### config.mk
export PLATFORM = sky130hd
export DESIGN_NAME = multicycle_control_fsm
export DESIGN_NICKNAME = d
export VERILOG_FILES = /design/src/rtl/riscv_ctrl_pkg.sv /design/src/rtl/instr_type_decode.sv /design/src/rtl/multicycle_control_fsm.sv
export SDC_FILE = /design/constraint.sdc
export NUM_CORES = 1
export LEC_CHECK = 0
export ABC_AREA = 1
export BUFFER_PORTS_ARGS = -buffer_cell sky130_fd_sc_hd__buf_2
export CELL_PAD_IN_SITES_DETAIL_PLACEMENT = 1
export CELL_PAD_IN_SITES_GLOBAL_PLACEMENT = 2
export CORE_ASPECT_RATIO = 0.5
export CORE_MARGIN = 8
export CORE_UTILIZATION = 28
export DETAILED_ROUTE_END_ITERATION = 8
export PLACE_DENSITY_LB_ADDON = 0.1
export SYNTH_ARGS = -nofsm -noshare
export SYNTH_HDL_FRONTEND = slang
export SYNTH_SLANG_ARGS = --single-unit
### constraint.sdc
create_clock -name clk -period 3.3 [get_ports clk]
set_input_delay 0.66 -clock clk [delete_from_list [all_inputs] [get_ports clk]]
set_output_delay 0.66 -clock clk [all_outputs]
set_load 0.05 [all_outputs]
### src/rtl/riscv_ctrl_pkg.sv
// Shared encodings for the multi-cycle RISC-V control unit: opcodes, FSM states,
// datapath mux selects and the instruction-class bundle produced by the decoder.
package riscv_ctrl_pkg;

    localparam logic [6:0] OP_LOAD   = 7'b0000011;
    localparam logic [6:0] OP_STORE  = 7'b0100011;
    localparam logic [6:0] OP_RTYPE  = 7'b0110011;
    localparam logic [6:0] OP_ITYPE  = 7'b0010011;
    localparam logic [6:0] OP_BRANCH = 7'b1100011;
    localparam logic [6:0] OP_JAL    = 7'b1101111;

    typedef enum logic [3:0] {
        S_FETCH    = 4'd0,
        S_DECODE   = 4'd1,
        S_MEMADR   = 4'd2,
        S_MEMREAD  = 4'd3,
        S_MEMWB    = 4'd4,
        S_MEMWRITE = 4'd5,
        S_EXECUTER = 4'd6,
        S_EXECUTEI = 4'd7,
        S_ALUWB    = 4'd8,
        S_BEQ      = 4'd9,
        S_JAL      = 4'd10,
        S_TRAP     = 4'd11
    } state_t;

    localparam logic [1:0] IMM_I = 2'b00;
    localparam logic [1:0] IMM_S = 2'b01;
    localparam logic [1:0] IMM_B = 2'b10;
    localparam logic [1:0] IMM_J = 2'b11;

    localparam logic [1:0] SRCA_PC    = 2'b00;
    localparam logic [1:0] SRCA_OLDPC = 2'b01;
    localparam logic [1:0] SRCA_RS1   = 2'b10;

    localparam logic [1:0] SRCB_RS2  = 2'b00;
    localparam logic [1:0] SRCB_IMM  = 2'b01;
    localparam logic [1:0] SRCB_FOUR = 2'b10;

    localparam logic [1:0] RES_ALUOUT    = 2'b00;
    localparam logic [1:0] RES_DATA      = 2'b01;
    localparam logic [1:0] RES_ALURESULT = 2'b10;

    localparam logic [1:0] ALUOP_ADD   = 2'b00;
    localparam logic [1:0] ALUOP_SUB   = 2'b01;
    localparam logic [1:0] ALUOP_FUNCT = 2'b10;

    // Exactly one bit is set for any opcode.
    typedef struct packed {
        logic load;
        logic store;
        logic rtype;
        logic itype;
        logic branch;
        logic jal;
        logic illegal;
    } instr_class_t;

    localparam int INSTR_CLASS_W = $bits(instr_class_t);

endpackage

### src/rtl/instr_type_decode.sv
// Combinational opcode classifier; yields a one-hot instruction class, with JAL
// folded into the illegal class when JAL support is disabled.
module instr_type_decode
    import riscv_ctrl_pkg::*;
#(
    parameter int ENABLE_JAL = 1
) (
    input  logic [6:0]               op_code_i,
    output logic [INSTR_CLASS_W-1:0] class_o
);

    instr_class_t cls;

    always_comb begin
        cls = '0;
        case (op_code_i)
            OP_LOAD:   cls.load   = 1'b1;
            OP_STORE:  cls.store  = 1'b1;
            OP_RTYPE:  cls.rtype  = 1'b1;
            OP_ITYPE:  cls.itype  = 1'b1;
            OP_BRANCH: cls.branch = 1'b1;
            OP_JAL: begin
                if (ENABLE_JAL != 0) cls.jal     = 1'b1;
                else                 cls.illegal = 1'b1;
            end
            default:   cls.illegal = 1'b1;
        endcase
    end

    assign class_o = cls;

endmodule

### src/rtl/multicycle_control_fsm.sv
// Multi-cycle control FSM: sequences fetch/decode/execute/memory/writeback over a
// shared ALU and memory port, with wait-state handshake, illegal trap and retire count.
module multicycle_control_fsm
    import riscv_ctrl_pkg::*;
#(
    parameter int CNT_W           = 32,
    parameter int TRAP_ON_ILLEGAL = 1,
    parameter int ENABLE_JAL      = 1
) (
    input  logic             clk,
    input  logic             rst,
    input  logic [6:0]       op_code,
    input  logic             zero,
    input  logic             mem_ready,
    output logic             mem_req,
    output logic             PCWrite,
    output logic             AdrSrc,
    output logic             MemWrite,
    output logic             IRWrite,
    output logic [1:0]       ResultSrc,
    output logic [1:0]       ALUSrcA,
    output logic [1:0]       ALUSrcB,
    output logic [1:0]       ALUOp,
    output logic [1:0]       ImmSrc,
    output logic             RegWrite,
    output logic             illegal,
    output logic [CNT_W-1:0] retired,
    output logic [3:0]       state_o
);

    state_t                   state_q, state_d;
    logic                     illegal_q, illegal_d;
    logic [CNT_W-1:0]         retired_q, retired_d;
    logic                     retire;
    logic                     set_illegal;
    logic [INSTR_CLASS_W-1:0] class_w;
    instr_class_t             cls;

    instr_type_decode #(
        .ENABLE_JAL (ENABLE_JAL)
    ) u_decode (
        .op_code_i (op_code),
        .class_o   (class_w)
    );

    assign cls = instr_class_t'(class_w);

    always_ff @(posedge clk) begin
        if (rst) begin
            state_q   <= S_FETCH;
            illegal_q <= 1'b0;
            retired_q <= '0;
        end else begin
            state_q   <= state_d;
            illegal_q <= illegal_d;
            retired_q <= retired_d;
        end
    end

    always_comb begin
        state_d     = S_FETCH;
        retire      = 1'b0;
        set_illegal = 1'b0;
        case (state_q)
            S_FETCH:    state_d = mem_ready ? S_DECODE : S_FETCH;
            S_DECODE: begin
                if (cls.load || cls.store) state_d = S_MEMADR;
                else if (cls.rtype)        state_d = S_EXECUTER;
                else if (cls.itype)        state_d = S_EXECUTEI;
                else if (cls.branch)       state_d = S_BEQ;
                else if (cls.jal)          state_d = S_JAL;
                else if (cls.illegal) begin
                    if (TRAP_ON_ILLEGAL != 0) begin
                        state_d     = S_TRAP;
                        set_illegal = 1'b1;
                    end else begin
                        // Unknown opcode executes as a NOP and still retires.
                        state_d = S_FETCH;
                        retire  = 1'b1;
                    end
                end
            end
            S_MEMADR:   state_d = cls.store ? S_MEMWRITE : S_MEMREAD;
            S_MEMREAD:  state_d = mem_ready ? S_MEMWB : S_MEMREAD;
            S_MEMWB: begin
                state_d = S_FETCH;
                retire  = 1'b1;
            end
            S_MEMWRITE: begin
                state_d = mem_ready ? S_FETCH : S_MEMWRITE;
                retire  = mem_ready;
            end
            S_EXECUTER: state_d = S_ALUWB;
            S_EXECUTEI: state_d = S_ALUWB;
            S_ALUWB: begin
                state_d = S_FETCH;
                retire  = 1'b1;
            end
            S_BEQ: begin
                state_d = S_FETCH;
                retire  = 1'b1;
            end
            S_JAL:      state_d = S_ALUWB;
            S_TRAP:     state_d = S_TRAP;
            default:    state_d = S_FETCH;
        endcase
    end

    assign illegal_d = illegal_q | set_illegal;
    assign retired_d = retire ? retired_q + CNT_W'(1) : retired_q;

    // Reset overrides every state so no enable can escape during the reset cycle.
    always_comb begin
        mem_req   = 1'b0;
        PCWrite   = 1'b0;
        AdrSrc    = 1'b0;
        MemWrite  = 1'b0;
        IRWrite   = 1'b0;
        ResultSrc = RES_ALUOUT;
        ALUSrcA   = SRCA_PC;
        ALUSrcB   = SRCB_RS2;
        ALUOp     = ALUOP_ADD;
        ImmSrc    = IMM_I;
        RegWrite  = 1'b0;
        if (!rst) begin
            case (state_q)
                S_FETCH: begin
                    mem_req   = 1'b1;
                    ALUSrcB   = SRCB_FOUR;
                    ResultSrc = RES_ALURESULT;
                    IRWrite   = mem_ready;
                    PCWrite   = mem_ready;
                end
                S_DECODE: begin
                    ALUSrcA = SRCA_OLDPC;
                    ALUSrcB = SRCB_IMM;
                    ImmSrc  = IMM_B;
                end
                S_MEMADR: begin
                    ALUSrcA = SRCA_RS1;
                    ALUSrcB = SRCB_IMM;
                    ImmSrc  = cls.store ? IMM_S : IMM_I;
                end
                S_MEMREAD: begin
                    mem_req = 1'b1;
                    AdrSrc  = 1'b1;
                end
                S_MEMWB: begin
                    ResultSrc = RES_DATA;
                    RegWrite  = 1'b1;
                end
                S_MEMWRITE: begin
                    mem_req  = 1'b1;
                    AdrSrc   = 1'b1;
                    MemWrite = mem_ready;
                end
                S_EXECUTER: begin
                    ALUSrcA = SRCA_RS1;
                    ALUOp   = ALUOP_FUNCT;
                end
                S_EXECUTEI: begin
                    ALUSrcA = SRCA_RS1;
                    ALUSrcB = SRCB_IMM;
                    ALUOp   = ALUOP_FUNCT;
                end
                S_ALUWB:    RegWrite = 1'b1;
                S_BEQ: begin
                    ALUSrcA = SRCA_RS1;
                    ALUOp   = ALUOP_SUB;
                    PCWrite = zero;
                end
                S_JAL: begin
                    ALUSrcA = SRCA_OLDPC;
                    ALUSrcB = SRCB_FOUR;
                    ImmSrc  = IMM_J;
                    PCWrite = 1'b1;
                end
                default: ;
            endcase
        end
    end

    assign illegal = illegal_q;
    assign retired = retired_q;
    assign state_o = state_q;

endmodule

==> run metrics, run 1 <==
vias=2684; drt first pass iters=4; # Post-CTS Setup Buffers=0; total track usage=14.14%; H-tree Lvls=2; largest net degree at the start of global routing=34; Top Metal Used=met4; share of Yosys cell area claimed by the top area cell type=30.71%; first-pass GRT wire length=13680 µm; Post-Synthesis Cells=420; HPWL reported at the end of detailed placement=6349 µm; WL met1=4198 µm; worst skew pair latency=0.29 ns; Fill cells=1187; # resized after CTS=0; syn_area_per_cell=5.744 µm²; clk_skew=0.004186 ns; Setup WS post-layout=0.6413 ns; DP Worst Slack=0.6422 ns; Slew @ Worst Pin=0.6135 ns; Fmax=376.1 MHz; Post-synth EDFFs=0; clock sink count=37; final setup fails=0; Async SR Flop Fraction=0%; CP max FO=4; Arr. time, crit path=2.00 ns; logic gate share of total power=38.9%; Worst setup SP type=input port; clock period minus worst slack=2.659 ns; Internal Power=0.0009047 W; final setup TNS=0 ns; Seq pwr share=31.6%; leakage=1.252 nW; Inst Count DP=591; DR WL met2=3308 µm; Routed WL=8021 µm; Final Hold Viols=0; Min Hold Slack=0.4506 ns; Post-Syn Area=2412 µm²; Syn. warnings=0; outcome=finished clean; Setup Crit Path Kind=in -> out; layout cell share with drive strength beyond 1=18.71%; sw frac=45.24%; CTS clock-pin slew for the worst setup and hold paths=0.06 ns; vias in the first global route=2778; Netlist cell types=28; die width=147.3 µm; Nets=493; syn nets=432; Max Slew Vio Count=0; Core ar.=8528 µm²; Reg area=740.7 µm²; WL/cell=13.41 µm; Crit. End Element=output pin; worst min path class=reg -> reg; GPL Wtd Cong=0.7976; sequential element share of the synthesized area=30.71%; met3 wire len=467 µm; flip-flop and latch count after synthesis=37; grt ovf=0; Initial Utilization=28.29%; CTS root buf=clkbuf_16; die area=12020 µm²; Multi-input gate area=1429 µm²; drt initial violations=79; largest cells by area after synthesis=dfxtp_1 31%, nand2_1 22%, nor2_1 13%; post-route ant nets=0; port buffer count=63; initial antenna violation count=0; maximum vdd drop=0.3006 mV; Critical Path RT=2.64 ns; hold_buf cts=0; CTS tree=yes; clock buffer depth=2; Clk network pwr share=29.6%; Final Cycle Share=80.57%; Post-Layout Cell Count=598; Syn-to-layout area delta=23.08%; pwr dens=556.5 nW/µm²; Via density=4.488; max-cap viol count=0; ant diodes=0; P_sw=0.0007475 W; CTS Buf Count=5; site row count=24; residual DRC count=0; Die Span Y=81.64 µm; unrepaired setup endpoints after global routing=no; leading area contributor after synthesis=dfxtp_1; Ports=64; Max-slew headroom=59.10%; Primary FF master, synth=dfxtp_1
## routing by layer
metal,vias up,global-route usage [%]
met5,-,0
met2,49,22.59
met1,1193,17.94
li1,1438,-
met3,4,5.333
met4,0,3.330
## cell usage after synthesis (3+ instances only)
master and instances:
nand2_1 143, nor2_1 82, inv_1 45, dfxtp_1 37, a21oi_1 29, nand3_1 18, o21ai_0 11, clkbuf_1 6
nand4_1 6, nor2_2 6, nand2_2 5, nor3_1 5, a31oi_1 3, inv_2 3
## worst max-delay path: stages
cell and delay (ns):
buf_2 0.10, nor3_1 0.36, nand2_1 0.19, nor2_1 0.16, nand3_1 0.10, a21oi_1 0.14, buf_2 0.28
## logic make-up (layout without fill, tap and decap cells)
family / count (synthesis) / count (layout) / share of synthesized area (%)
flops: 37 / 37 / 30.71
fa+ha+maj: 1 / 1 / 0.5186
buf+inv: 59 / 120 / 10.06
simple gates: 272 / 272 / 46.94
xor+xnor: 4 / 4 / 1.453
compound gates: 47 / 47 / 10.32
## final cells by class
class                           instances  area share [%]
Tap cell                              117           4.930
Inverter                               48           6.068
Sequential cell                        37           24.95
Clock buffer                            7           4.804
Multi-Input combinational cell        324           48.12
Timing Repair Buffer                   65           11.13
## through the flow
step / utilization, % / area [µm²] / total power, W
global placement: 33.14 / 2826 / 0.001184
global route: 34.82 / 2969 / 0.001752
CTS: 34.82 / 2969 / 0.001679
detailed placement: 33.14 / 2826 / 0.001183
floorplan: - / 2412 / 0.001038
finish: 34.82 / 2969 / 0.001652
## power by group through the flow
stage	Sequential [W]	Clock [W]	Combinational, W
floorplan	0.000601	0	0.000437
global placement	0.000533	0	0.000651
detailed placement	0.000532	0	0.000651
CTS	0.000522	0.000504	0.000653
global route	0.000528	0.000523	0.000701
finish	0.000521	0.000489	0.000642
## sequential cells by signal, indices dropped and copies added (netlist names)
name / count
retired: 32
state_o: 4
illegal: 1
## layout by cell type (no fill, tap or decap), types with 6 or more instances in the layout
| cell type | n |
|---|---|
| nand2_1 | 143 |
| nor2_1 | 82 |
| buf_2 | 63 |
| inv_1 | 45 |
| dfxtp_1 | 37 |
| a21oi_1 | 29 |
| nand3_1 | 18 |
| o21ai_0 | 11 |
| nand4_1 | 6 |
| nor2_2 | 6 |
## final timing paths
check                   from           to  slack (ns)  cells after the start
hold / removal       illegal      illegal        0.45                      2
setup / recovery  op_code[2]    ImmSrc[0]        0.64                      7
hold reg to reg      illegal      illegal        0.45                      2
setup reg to reg  state_o[3]  retired[19]        1.24                     10
(Power assumes the default switching activity.)
==> inputs of run 2 (changes only) <==
CORE_UTILIZATION = 26   (was 28)
clock period = 2.6 ns   (was 3.3 ns; I/O delays follow)
==> run metrics, run 2 (synthesis results as in run 1) <==
outcome=finished clean; Critical Path RT=2.08 ns (-0.56 ns); H-tree Lvls=2 (unchanged); Syn-to-layout area delta=25.00%; Die Span Y=84.11 µm (+3.0%); unrepaired setup endpoints after global routing=no; DP Area=2870 µm² (+1.5%); clk_skew=0.003477 ns (-0.0007091 ns); pwr dens=712.8 nW/µm² (+28%); Finished Cell Area=3015 µm² (+1.6%); R2R setup slack=0.76 ns (-0.48 ns); P_sw=0.0009743 W (+30%); # Post-CTS Setup Buffers=0 (unchanged); Clk network pwr share=29.6% (about the same); CTS tree=yes; total track usage=13.41% (-0.73 points); Ports=64 (unchanged); largest net degree at the start of global routing=26 (-24%); final setup fails=0 (unchanged); reg2reg end=retired[15]; vias in the first global route=2869 (+3.3%); maximum vdd drop=0.4584 mV (+53%); leakage=1.276 nW (+1.9%); die area=12800 µm² (+6.5%); Min Hold Slack=0.4630 ns (+0.01234 ns); ant diodes=0 (unchanged); CTS Buf Count=5 (unchanged); Max Slew Vio Count=0 (unchanged); Reg area=740.7 µm² (unchanged); max-cap viol count=0 (unchanged); layout cell share with drive strength beyond 1=19.96% (+1.2 points); Reg2Reg Depth=8 (-2); sw frac=45.33% (+0.089 points); final setup TNS=0 ns (unchanged); Post-Layout Cell Count=603 (+0.84%); Final Cycle Share=89.52%; Via density=4.514 (+0.57%); die width=152.2 µm (+3.4%); Crit. End Element=output pin; Fmax=429.7 MHz; post-route ant nets=0 (unchanged); Arr. time, crit path=1.81 ns (-0.19 ns); clock period minus worst slack=2.327 ns; Seq pwr share=30.9% (-0.7 points); WL/cell=13.65 µm (+1.8%); logic gate share of total power=39.5% (+0.6 points); port buffer count=63 (unchanged); Internal Power=0.001175 W (+30%); initial antenna violation count=0 (unchanged); vias=2722 (+1.4%); Crit. Startpoint=state_o[2]; Worst setup SP type=register; most frequent cells in the layout=143 x nand2_1, 81 x nor2_1, 63 x buf_2; Nets=498 (+1.0%); Core ar.=8859 µm² (+3.9%); GPL Wtd Cong=0.7888 (-1.1%); Multi-input gate area=1438 µm² (+0.61%); leading cell type in the layout, fill and taps excluded=nand2_1; site row count=24 (unchanged); CP max FO=7 (+3); Fill cells=1204 (+1.4%); Overall Power=0.002149 W (+30%); Reg2Reg Launch Point=state_o[0]; first-pass GRT wire length=14010 µm (+2.5%); Slew @ Worst Pin=0.4990 ns (-0.1146 ns); Worst Setup EP=ALUSrcA[0]; Final Hold Viols=0 (unchanged); clock sink count=37 (unchanged); HPWL reported at the end of detailed placement=6630 µm (+4.4%); Setup Crit Path Kind=reg -> out; grt ovf=0 (unchanged); Max-slew headroom=66.74% (+7.6 points); Inst Count DP=596 (+0.85%); Routed WL=8233 µm (+2.6%); CTS clock-pin slew for the worst setup and hold paths=0.06 ns (about the same); residual DRC count=0 (unchanged); clock buffer depth=2 (unchanged); drt initial violations=60 (-24%); max reg flops=32 (unchanged); Initial Utilization=27.23% (-1.1 points); CTS root buf=clkbuf_16; worst min path class=reg -> reg; worst skew pair latency=0.29 ns (about the same); drt first pass iters=4 (unchanged)
==> run 2: cell count changes in the layout (fill, tap and decap cells not counted), sizes merged <==
| cell | change |
|---|---|
| buf | +5 |
==> run 2: metrics by stage <==
| stage | utilization, % | setup slack (ns) |
|---|---|---|
| 2_1_floorplan | - | 0.001087 |
| 3_3_place_gp | 32.40 | 0.3846 |
| 3_5_place_dp | 32.40 | 0.3734 |
| 4_1_cts | 34.01 | 0.1792 |
| 5_1_grt | 34.04 | 0.07851 |
| 6_report | 34.04 | 0.2725 |
==> run 2: worst min-delay path by stage <==
stage,start,to,slack [ns],cells past startpoint
after floorplan,illegal,illegal,0.67,2
after global placement,illegal,illegal,0.45,2
after detailed placement,illegal,illegal,0.45,2
after CTS,illegal,illegal,0.46,2
after global routing,illegal,illegal,0.48,2
final,illegal,illegal,0.46,2
==> run 2: worst max-delay path: stages, from the launching register on <==
cell	delay, ns
dfxtp_1	0.36
nor2_1	0.20
inv_1	0.09
nor2_1	0.36
nor2_1	0.12
nor2_1	0.10
buf_2	0.27
==> run 2: cell type report <==
cell class / instances / area share, %
Multi-Input combinational cell: 324 / 47.68
Sequential cell: 37 / 24.56
Timing Repair Buffer: 70 / 12.20
Inverter: 48 / 5.975
Tap cell: 117 / 4.855
Clock buffer: 7 / 4.730
==> run 2: routing by layer <==
metal | share of wire [%] | routed length [µm] | track usage (%) | vias up
met2 | 40 | 3302 | 20.17 | 48
li1 | - | - | - | 1436
met5 | 0 | 0 | 0 | -
met1 | 53 | 4348 | 17.31 | 1230
met4 | 1.4 | 113 | 4.590 | 0
met3 | 5.7 | 468 | 4.959 | 8
==> run 2: repair_timing <==
action / 4_1_cts / 5_1_grt
gates resized for setup: 0 / 1
hold buffers: 0 / 0
setup endpoints to repair: 0 / 1
==> run 2: power groups by stage <==
stage	sequential [W]	combinational (W)	clock, W
finish	0.000664	0.000849	0.000636
global route	0.000672	0.000922	0.000682
CTS	0.000663	0.000858	0.000660
floorplan	0.000764	0.000556	0
global placement	0.000673	0.000860	0
detailed placement	0.000675	0.000855	0
